--- src/rtl/seq_multiplier_pkg.sv ---
// Shared types and helpers for the sequential shift-add multiplier.
// Optional build macro: SEQ_MULTIPLIER_EARLY_TERM_EN (see seq_multiplier.sv).
package seq_multiplier_pkg;

  // Controller states: waiting for operands, iterating, holding a product.
  typedef enum logic [1:0] {
    IDLE = 2'd0,
    BUSY = 2'd1,
    DONE = 2'd2
  } state_e;

  // Helpers work on a fixed wide container and are told the live width,
  // so one function serves both WIDTH-bit operands and 2*WIDTH-bit products.
  localparam int MAX_W = 128;
  typedef logic [MAX_W-1:0] wide_t;

  // Bits needed to hold a step counter that starts at iter and counts to 0.
  function automatic int cntWidth(input int iter);
    return $clog2(iter + 1);
  endfunction

  // Mask with the low w bits set.
  function automatic wide_t widthMask(input int w);
    wide_t m;
    m = '0;
    for (int i = 0; i < MAX_W; i++) begin
      if (i < w) m[i] = 1'b1;
    end
    return m;
  endfunction

  // Magnitude of a w-bit value. The most-negative value maps to 2^(w-1),
  // which still fits in w unsigned bits.
  function automatic wide_t magnitude(input wide_t v, input int w, input logic isSigned);
    wide_t m;
    wide_t topBit;
    m      = widthMask(w);
    topBit = wide_t'(1) << (w - 1);
    if (isSigned && ((v & topBit) != '0)) return (~v + wide_t'(1)) & m;
    return v & m;
  endfunction

  // Two's-complement negate modulo 2^w when neg is set; zero stays zero.
  function automatic wide_t condNegate(input wide_t v, input int w, input logic neg);
    wide_t m;
    m = widthMask(w);
    if (neg) return (~v + wide_t'(1)) & m;
    return v & m;
  endfunction

endpackage

--- src/rtl/seq_multiplier_step.sv ---
// One BUSY-cycle of the shift-add multiplier: adds |A| times a
// BITS_PER_CYCLE-bit slice of |B|, shifted into place, to the accumulator.
module seq_multiplier_step #(
  parameter int WIDTH          = 8,
  parameter int BITS_PER_CYCLE = 1,
  parameter int SHW            = 4
) (
  input  logic [2*WIDTH-1:0]        acc_i,
  input  logic [WIDTH-1:0]          mcand_i,
  input  logic [BITS_PER_CYCLE-1:0] slice_i,
  input  logic [SHW-1:0]            shamt_i,
  output logic [2*WIDTH-1:0]        acc_o
);

  logic [2*WIDTH-1:0] mcandExt;
  logic [2*WIDTH-1:0] sliceExt;
  logic [2*WIDTH-1:0] partial;

  // Partial product is at most WIDTH+BITS_PER_CYCLE bits, so 2*WIDTH never overflows.
  always_comb begin
    mcandExt = {{WIDTH{1'b0}}, mcand_i};
    sliceExt = {{(2*WIDTH-BITS_PER_CYCLE){1'b0}}, slice_i};
    partial  = mcandExt * sliceExt;
    acc_o    = acc_i + (partial << shamt_i);
  end

endmodule

--- src/rtl/seq_multiplier.sv ---
// Iterative shift-add multiplier returning the full 2*WIDTH-bit product,
// signed or unsigned per transaction, with valid/ready on both sides.
// Optional build macro: SEQ_MULTIPLIER_EARLY_TERM_EN - finish as soon as
// the remaining multiplier bits are all zero instead of after a fixed count.
module seq_multiplier
  import seq_multiplier_pkg::*;
#(
  parameter int WIDTH          = 8,
  parameter int BITS_PER_CYCLE = 1
) (
  input  logic                 clk,
  input  logic                 srst,
  input  logic                 in_valid,
  output logic                 in_ready,
  input  logic                 in_signed,
  input  logic [WIDTH-1:0]     A,
  input  logic [WIDTH-1:0]     B,
  output logic                 out_valid,
  input  logic                 out_ready,
  output logic [2*WIDTH-1:0]   out,
  output logic                 busy
);

  localparam int ITER = WIDTH / BITS_PER_CYCLE;
  localparam int CW   = cntWidth(ITER);
  localparam int SHW  = $clog2(2 * WIDTH);

  // Reject configurations the datapath cannot implement.
  if (WIDTH < 2 || (WIDTH % BITS_PER_CYCLE) != 0 || BITS_PER_CYCLE < 1 || 2 * WIDTH > MAX_W) begin : g_badParams
    $error("seq_multiplier: WIDTH must be >= 2 and <= 64 and divisible by BITS_PER_CYCLE");
  end

  state_e state_q, state_d;

  logic [2*WIDTH-1:0] acc_q, acc_d;
  logic [WIDTH-1:0]   mcand_q, mcand_d;
  logic [WIDTH-1:0]   mplier_q, mplier_d;
  logic               neg_q, neg_d;
  logic [CW-1:0]      count_q, count_d;
  logic [SHW-1:0]     shift_q, shift_d;
  logic [2*WIDTH-1:0] out_q, out_d;

  logic [2*WIDTH-1:0] accStep;
  logic [WIDTH-1:0]   remaining;
  logic               lastStep;
  logic               accept;
  wide_t              magA;
  wide_t              magB;
  wide_t              finalWide;

  seq_multiplier_step #(
    .WIDTH          (WIDTH),
    .BITS_PER_CYCLE (BITS_PER_CYCLE),
    .SHW            (SHW)
  ) u_step (
    .acc_i   (acc_q),
    .mcand_i (mcand_q),
    .slice_i (mplier_q[BITS_PER_CYCLE-1:0]),
    .shamt_i (shift_q),
    .acc_o   (accStep)
  );

  // Decide whether the current BUSY step is the final one.
  always_comb begin
    remaining = mplier_q >> BITS_PER_CYCLE;
    accept    = in_valid && (state_q == IDLE);
`ifdef SEQ_MULTIPLIER_EARLY_TERM_EN
    lastStep  = (count_q == CW'(1)) || (remaining == '0);
`else
    lastStep  = (count_q == CW'(1));
`endif
  end

  // State register with synchronous active-low reset.
  always_ff @(posedge clk) begin
    if (!srst) state_q <= IDLE;
    else       state_q <= state_d;
  end

  // Next-state logic: one transaction at a time, no overlap.
  always_comb begin
    state_d = state_q;
    case (state_q)
      IDLE:    if (in_valid) state_d = BUSY;
      BUSY:    if (lastStep) state_d = DONE;
      DONE:    if (out_ready) state_d = IDLE;
      default: state_d = IDLE;
    endcase
  end

  // Handshake outputs decode directly from the state.
  always_comb begin
    in_ready  = (state_q == IDLE);
    out_valid = (state_q == DONE);
    busy      = (state_q == BUSY) || (state_q == DONE);
    out       = out_q;
  end

  // Datapath next values: load magnitudes on accept, step while busy, sign-fix at the end.
  always_comb begin
    acc_d     = acc_q;
    mcand_d   = mcand_q;
    mplier_d  = mplier_q;
    neg_d     = neg_q;
    count_d   = count_q;
    shift_d   = shift_q;
    out_d     = out_q;
    magA      = magnitude(wide_t'(A), WIDTH, in_signed);
    magB      = magnitude(wide_t'(B), WIDTH, in_signed);
    finalWide = condNegate(wide_t'(accStep), 2 * WIDTH, neg_q);
    if (accept) begin
      acc_d    = '0;
      mcand_d  = magA[WIDTH-1:0];
      mplier_d = magB[WIDTH-1:0];
      neg_d    = in_signed & (A[WIDTH-1] ^ B[WIDTH-1]);
      count_d  = CW'(ITER);
      shift_d  = '0;
    end else if (state_q == BUSY) begin
      acc_d    = accStep;
      mplier_d = remaining;
      count_d  = count_q - CW'(1);
      shift_d  = shift_q + SHW'(BITS_PER_CYCLE);
      if (lastStep) out_d = finalWide[2*WIDTH-1:0];
    end
  end

  // Datapath registers; reset clears the product so an aborted operation leaves out=0.
  always_ff @(posedge clk) begin
    if (!srst) begin
      acc_q    <= '0;
      mcand_q  <= '0;
      mplier_q <= '0;
      neg_q    <= 1'b0;
      count_q  <= '0;
      shift_q  <= '0;
      out_q    <= '0;
    end else begin
      acc_q    <= acc_d;
      mcand_q  <= mcand_d;
      mplier_q <= mplier_d;
      neg_q    <= neg_d;
      count_q  <= count_d;
      shift_q  <= shift_d;
      out_q    <= out_d;
    end
  end

endmodule

--- config.mk ---
export PLATFORM = sky130hd
export DESIGN_NAME = seq_multiplier
export DESIGN_NICKNAME = d
export VERILOG_FILES = /design/src/rtl/seq_multiplier_pkg.sv /design/src/rtl/seq_multiplier_step.sv /design/src/rtl/seq_multiplier.sv
export SDC_FILE = /design/constraint.sdc
export NUM_CORES = 1
export LEC_CHECK = 0
export BUFFER_PORTS_ARGS = -buffer_cell sky130_fd_sc_hd__buf_2
export CORE_MARGIN = 5
export CORE_UTILIZATION = 39
export DETAILED_ROUTE_END_ITERATION = 8
export GPL_ROUTABILITY_DRIVEN = 1
export GPL_TIMING_DRIVEN = 1
export PLACE_DENSITY = 0.67
export SLEW_MARGIN = 20
export SYNTH_ARGS = -nofsm -noshare
export SYNTH_HDL_FRONTEND = slang
export SYNTH_SLANG_ARGS = --single-unit
--- constraint.sdc ---
create_clock -name clk -period 4.4 [get_ports clk]
set_input_delay 0.66 -clock clk [delete_from_list [all_inputs] [get_ports clk]]
set_output_delay 0.66 -clock clk [all_outputs]
set_load 0.005 [all_outputs]
After elaboration in Yosys (flattened, before gate mapping) --
Index checks and enable logic that the tools add are counted.
Word-level totals: bits of input ports 21, bits in registers 59, output and inout port bits 19
Cells by class: bitwise operators 7, shifts and indexed selects 1, multiplexer cells 17, add/subtract/negate cells 6, reduce and logical (&&, ||, !) cells 9, multiply operators 1, equality and inequality tests 6
Operators with widths (count):
- $mux 8 | 6
- $mux 16 | 2
- $add 16x1->16 const B | 1
- $add 16x16->16 | 1
- $add 8x1->8 const B | 2
- $not 16->16 | 1
- $not 8->8 | 2
- $shl 9x4->16 | 1
- $mul 8x1->9 | 1
- $mux 4 | 2
- $mux 2 | 3
- $pmux 2 s3 | 1
- $reduce_and 3->1 | 2
- $add 4x1->4 const B | 1
- $eq 4x1->1 const B | 1
- $ne 2x2->1 const B | 2
- $sub 4x1->4 const B | 1
- $logic_and 1x1->1 | 3
- $mux 1 | 3
- $eq 2x1->1 const B | 1
- $eq 2x2->1 const B | 1
- $logic_not 2->1 | 1
- $ne 2x1->1 const B | 1
- $not 1->1 | 2
- other kinds (5) | 5

Depth between registers and ports, before layout --
word-level depth 7, mapped depth 18, depth with buffers taken out 16

Modules after synthesis --
From an unflattened synthesis, not the netlist that was laid out.
Unflattened totals: cell total of the unflattened synthesis 501, area total of the unflattened synthesis 4108.9 µm²
By module, submodules not included:
- seq_multiplier | cells each 330, area an instance 2926.6 µm², times used 1, seq. area each 1181.1 µm²
- seq_multiplier_step | cells each 171, area an instance 1182.4 µm², times used 1, seq. area each 0.0 µm²

Worst setup path before layout --
Ideal clock, no wire load.
path type register to register, from register shift_q[0], to register out_q[12], in the netlist out[12], buffers on the path 2, required time 4.314 ns, cell stages (with the launch flop) 15, arrival 3.773 ns, path slack 0.542 ns, library setup time 0.086 ns, period minus slack after synthesis 3.858 ns, cell sequence dfxtp_1 -> buf_2 -> buf_1 -> mux4_2 -> a31oi_1 -> nor2_1 -> ha_1 -> a21oi_1 -> o21ai_0 -> a21oi_1 -> xnor2_1 -> or4b_1 -> o31ai_2 -> xor2_1 -> a211oi_1
On the way: cells in the longest elaborated chain, start to end 6
Ends and longest elaborated chain:
- start: declaration | RTL line seq_multiplier.sv:40 | logic [SHW-1:0] shift_q, shift_d;
- start signal: assignment | RTL line seq_multiplier.sv:143 | shift_q <= shift_d;
- $shl 9x4->16 * | RTL line seq_multiplier_step.sv:24 | acc_o = acc_i + (partial << shamt_i);
- $add 16x16->16 * | RTL line seq_multiplier_step.sv:24
- $not 16->16 | RTL line seq_multiplier_pkg.sv:47 | if (neg) return (~v + wide_t'(1)) & m;
- $add 16x1->16 | RTL line seq_multiplier_pkg.sv:47
- $mux 16 | RTL line seq_multiplier_pkg.sv:47
- $mux 16 * | RTL line seq_multiplier_pkg.sv:48 | return v & m;
- end signal: assignment | RTL line seq_multiplier.sv:144 | out_q <= out_d;
- end: declaration | RTL line seq_multiplier.sv:41 | logic [2*WIDTH-1:0] out_q, out_d;
Mark *: on every way between the ends. The rest lies on a longest branch, timed or not. The select of a mux whose other input is x is not followed. A chain may end at the register's enable or synchronous reset.

Worst setup path in the final report --
Ends and elaborated chain as after synthesis.

==> results <==
- The run finished with clean final reports.
- The initial cell density of the core is 40.3%.
- The via count of the first global-routing pass is 3856.
- The first routing iteration left 260 violations.
- Of the synthesized area, sequential elements account for 28.2%.
- The maximum operating frequency is 0.245 GHz.
- The critical hold path startpoint is out[0].
- The synthesized-area fraction occupied by xor and xnor cells is 7.31%.
- In the synthesized netlist the async set-or-reset flop fraction comes to 0%.
- The number of levels in the clock H-tree is 3.
- The synthesized netlist devotes 8.23% of its cell area to adder and majority cells.
- Of the total power, the clock network draws 29.7%.
- The internal power is 985 uW.
- For this run, the total global-route usage over all layers was measured as 16.3%.
- From bottom edge to top edge, the die measures 114 um.
- For this design the static power due to leakage is 1.94 nW.
- The area growth from synthesis to layout is 11.0%.
- The floorplan step defined a core boundary enclosing 10400 um2.
- After synthesis, the cell types taking the most area are dfxtp_1, ha_1, nor2_1, mux2i_1, a211oi_1.
- The number of placed instances, taps included is 672.
- Hold repair after CTS inserted 0 buffers.
- The global placer's final weighted congestion is 0.902.
- The number of distinct library cells after synthesis is 59.
- The share of total power in combinational logic is 29.1%.
- The dominant combinational cell family by area after synthesis is simple AND/OR/NAND/NOR gates.
- The initial antenna violation count is 0.
- Among all cell types in the netlist, the one instantiated most often is nor2_1.
- The TritonCTS sink count is 59.
- The net count of the mapped netlist is 570.
- The area fraction in and, or, nand and nor cells after synthesis is 22.0%.
- The average wire length per cell after detail routing is 14.6 um.
- The largest incremental delay on the critical path is 0.59 ns.
- The multiplexer share of the synthesized area is 7.88%.
- The cell type with the highest aggregate area in the netlist is dfxtp_1.
- The first global-routing pass estimated 17600 um of wire.
- After layout, the worst path uses 92.7% of the clock period.
- The final hold violation count came to 0.
- Synthesis produced a netlist whose cell count is 522.
- The sequential cell area is 1180 um2.
- The setup violation total in the final timing report is 0.
- The remaining max-slew budget at the tightest pin is 30.3%.
- The part of the total power dissipated in sequential elements is 41.2%.
- The wire length after detailed routing is 10000 um.
- During I/O placement, the number of pins put on the boundary was 40.
- The count of yosys warnings during synthesis is 0.
- Summing all multi-input logic gate instances after layout gives 2830 um2.
- The synthesized netlist devotes 21.8% of its cell area to compound gates.
- The worst-case reg-to-reg path depth is 13.
- The setup check on the worst reg-to-reg path leaves a slack of 0.32 ns.
- The count of placed standard cells in the final layout, fillers left out is 686.
- The hold-critical path endpoint is out[0].
- In this run the remaining antenna-violating nets after routing total 0.
- In the routed design, unresolved DRC markers number 0.
- The number of search-and-repair iterations in the first detailed-routing pass is 5.
- The area fraction of the dominant cell type after synthesis is 28.2%.
- Once layout is done, the placed cells without fillers occupy 4660 um2.
- Counting instances in the post-synthesis netlist gives the leading cell types as nor2_1, dfxtp_1, nand2_1.
- Yosys mapped a number of flops with a built-in enable equal to 0.
- The post-synthesis instance area is 4190 um2.
- The clock transition time at the flip-flop clock pins of the worst setup and hold paths is 0.07 ns.
- The number of nets in the final layout is 595.
- The core occupancy in the finished layout is 44.7%.
- After floorplanning, the core was divided into 37 placement rows.
- The endpoint of the worst-slack reg-to-reg timing path is out[12].
- The switching power share of the total is 34.2%.
- The worst setup path is launched from a flop.
- The classification of the worst setup path is reg -> reg.
- Using the TritonRoute via totals, the vias-per-cell ratio works out to 5.70.
- The critical path arrival is 4.33 ns.
- The average instance in the mapped netlist occupies 8.03 um2.
- The number of CTS-inserted buffers is 9.
- The power density over the cells is 321 nW/um2.
- The number of input and output port buffers inserted is 39.
- The number of slew-limit violations in the final report is 0.
- The maximum root-to-sink buffer count is 2.
- Once detailed placement completed, the half-perimeter wirelength came to 7620 um.
- TritonCTS built the clock tree.
- Max-cap violations in this run came to 0.
- The worst register-to-register path begins at shift_q[0].
- The clock latency on the worst-skew pair is 0.34 ns.
- The largest net degree at the start of global routing is 43.
- The master cell of the clock root buffer is clkbuf_8.
- Once placement finished, the instance area stood at 4480 um2.
- The final route contains 3913 vias.
- Traced cell by cell, the critical path runs through mux4_2, nand2_1, mux2i_1, nor2b_1, ha_1, nand2_1, o31ai_2, a21oi_1, xnor2_1, or4b_1, o31ai_2, xor2_1, a211oi_1.
- After synthesis the netlist holds a flip-flop and latch count of 59.
- The maximum fanout along the worst path is 11.
- The worst setup path is captured at a flop.
- The final antenna diode count is 0.
- Setup repair after global routing left no endpoint under its margin.
- Data on the critical path is required at its endpoint by 4.65 ns.
- The count of fill cells added during filler insertion is 1068.
- In the final timing run, aggregate negative setup slack is 0 ns.
- The time the worst path needs with I/O delays and setup is 4.08 ns.
- Among all stages on the critical path, the largest delay is contributed by or4b_1.
- The switching power of the nets is 511 uW.
- For the pin with the worst max-slew slack, the measured transition is 1.04 ns.
- The worst ir drop on vdd is 0.165 mV.
- The total overflow left after global routing is 0.
- The floorplan step set the die width to 114 um.
- The floorplan step defined a die boundary enclosing 12900 um2.
- The layout cell share with drive strength beyond 1 is 14.0%.
- The worst clock skew on the final layout is 0.00908 ns.
- Post-CTS timing repair inserted 0 buffers for setup.
- The worst hold path was traced through 2 stages.
- The flip-flop cell with the highest count after synthesis is dfxtp_1.
- The min-delay analysis places its worst path in the category reg -> reg.
[flip-flops by register name (all words and copies together) (netlist names)]
signal,cells
acc_q,16
out,16
mcand_q,8
mplier_q,8
count_q,4
shift_q,4
state_q,2
neg_q,1
[stage by stage]
step                      hold slack, ns  worst slack, ns  total power, mW
after floorplan                    0.448            0.542            0.954
after global placement             0.443            0.328             1.04
after detailed placement           0.455            0.171             1.06
after CTS                          0.470            0.150             1.50
after global routing               0.493           0.0107             1.59
final                              0.468            0.321             1.50
[power groups by stage]
stage	Clock, mW	Sequential [mW]	Combinational, mW
after floorplan	0	0.610	0.344
after CTS	0.452	0.617	0.434
after detailed placement	0	0.628	0.432
final	0.443	0.616	0.436
after global placement	0	0.625	0.419
after global routing	0.482	0.623	0.489
[routing by layer]
layer  global-route usage (%)  wire length (um)
met1                     20.9              4610
met2                     26.7              4730
met3                     3.45               472
met4                     6.25               233
met5                        0                 0
[worst max-delay path: cells and delay by family, from the launching register on]
kind | cells | cell delay (ns)
XOR/XNOR | 2 | 0.34
adder cells (fa/ha/maj) | 1 | 0.47
multiplexers | 2 | 0.63
AND/OR/NAND/NOR | 4 | 0.98
AO/OA/AOI/OAI | 4 | 1.12
flip-flops | 1 | 0.47
[logic make-up (layout without fill, tap and decap cells)]
group / after synthesis / count (layout)
adder cells (fa/ha/maj): 27 / 27
multiplexers: 29 / 29
buffers and inverters: 51 / 79
flip-flops: 59 / 59
AO/OA/AOI/OAI: 127 / 127
AND/OR/NAND/NOR: 194 / 194
XOR/XNOR: 35 / 35
[worst max-delay path by stage]
stage	start	endpoint	cells after the start
finish	shift_q[0]	out[12]	13
global route	shift_q[0]	out[12]	15
CTS	shift_q[0]	out[14]	13
detailed placement	shift_q[0]	out[12]	13
global placement	shift_q[0]	out[12]	13
floorplan	shift_q[0]	out[12]	14
[final cells by class]
class,instances,area share [%]
Multi-Input combinational cell,412,60.7
Tap cell,136,3.65
Timing Repair Buffer,44,5.00
Clock inverter,3,0.322
Inverter,21,1.69
Clock buffer,11,3.25
Sequential cell,59,25.4
[layout by cell type, fill, tap and decap left out, types with 17 or more instances in the layout]
cell type / netlist / layout
a211oi_1: 25 / 25
nand3_1: 19 / 19
nor2_1: 66 / 66
dfxtp_1: 59 / 58
inv_1: 20 / 20
buf_2: 4 / 39
ha_1: 26 / 25
xor2_1: 18 / 18
xnor2_1: 17 / 17
a21oi_1: 27 / 27
mux2i_1: 24 / 24
nand2_1: 46 / 46
[what timing repair did]
action | 4_1_cts | 5_1_grt
endpoints found under the setup margin | 0 | 5
resized for setup | 0 | 2
endpoints found under the hold margin | 0 | 0
(Power assumes the default switching activity.)
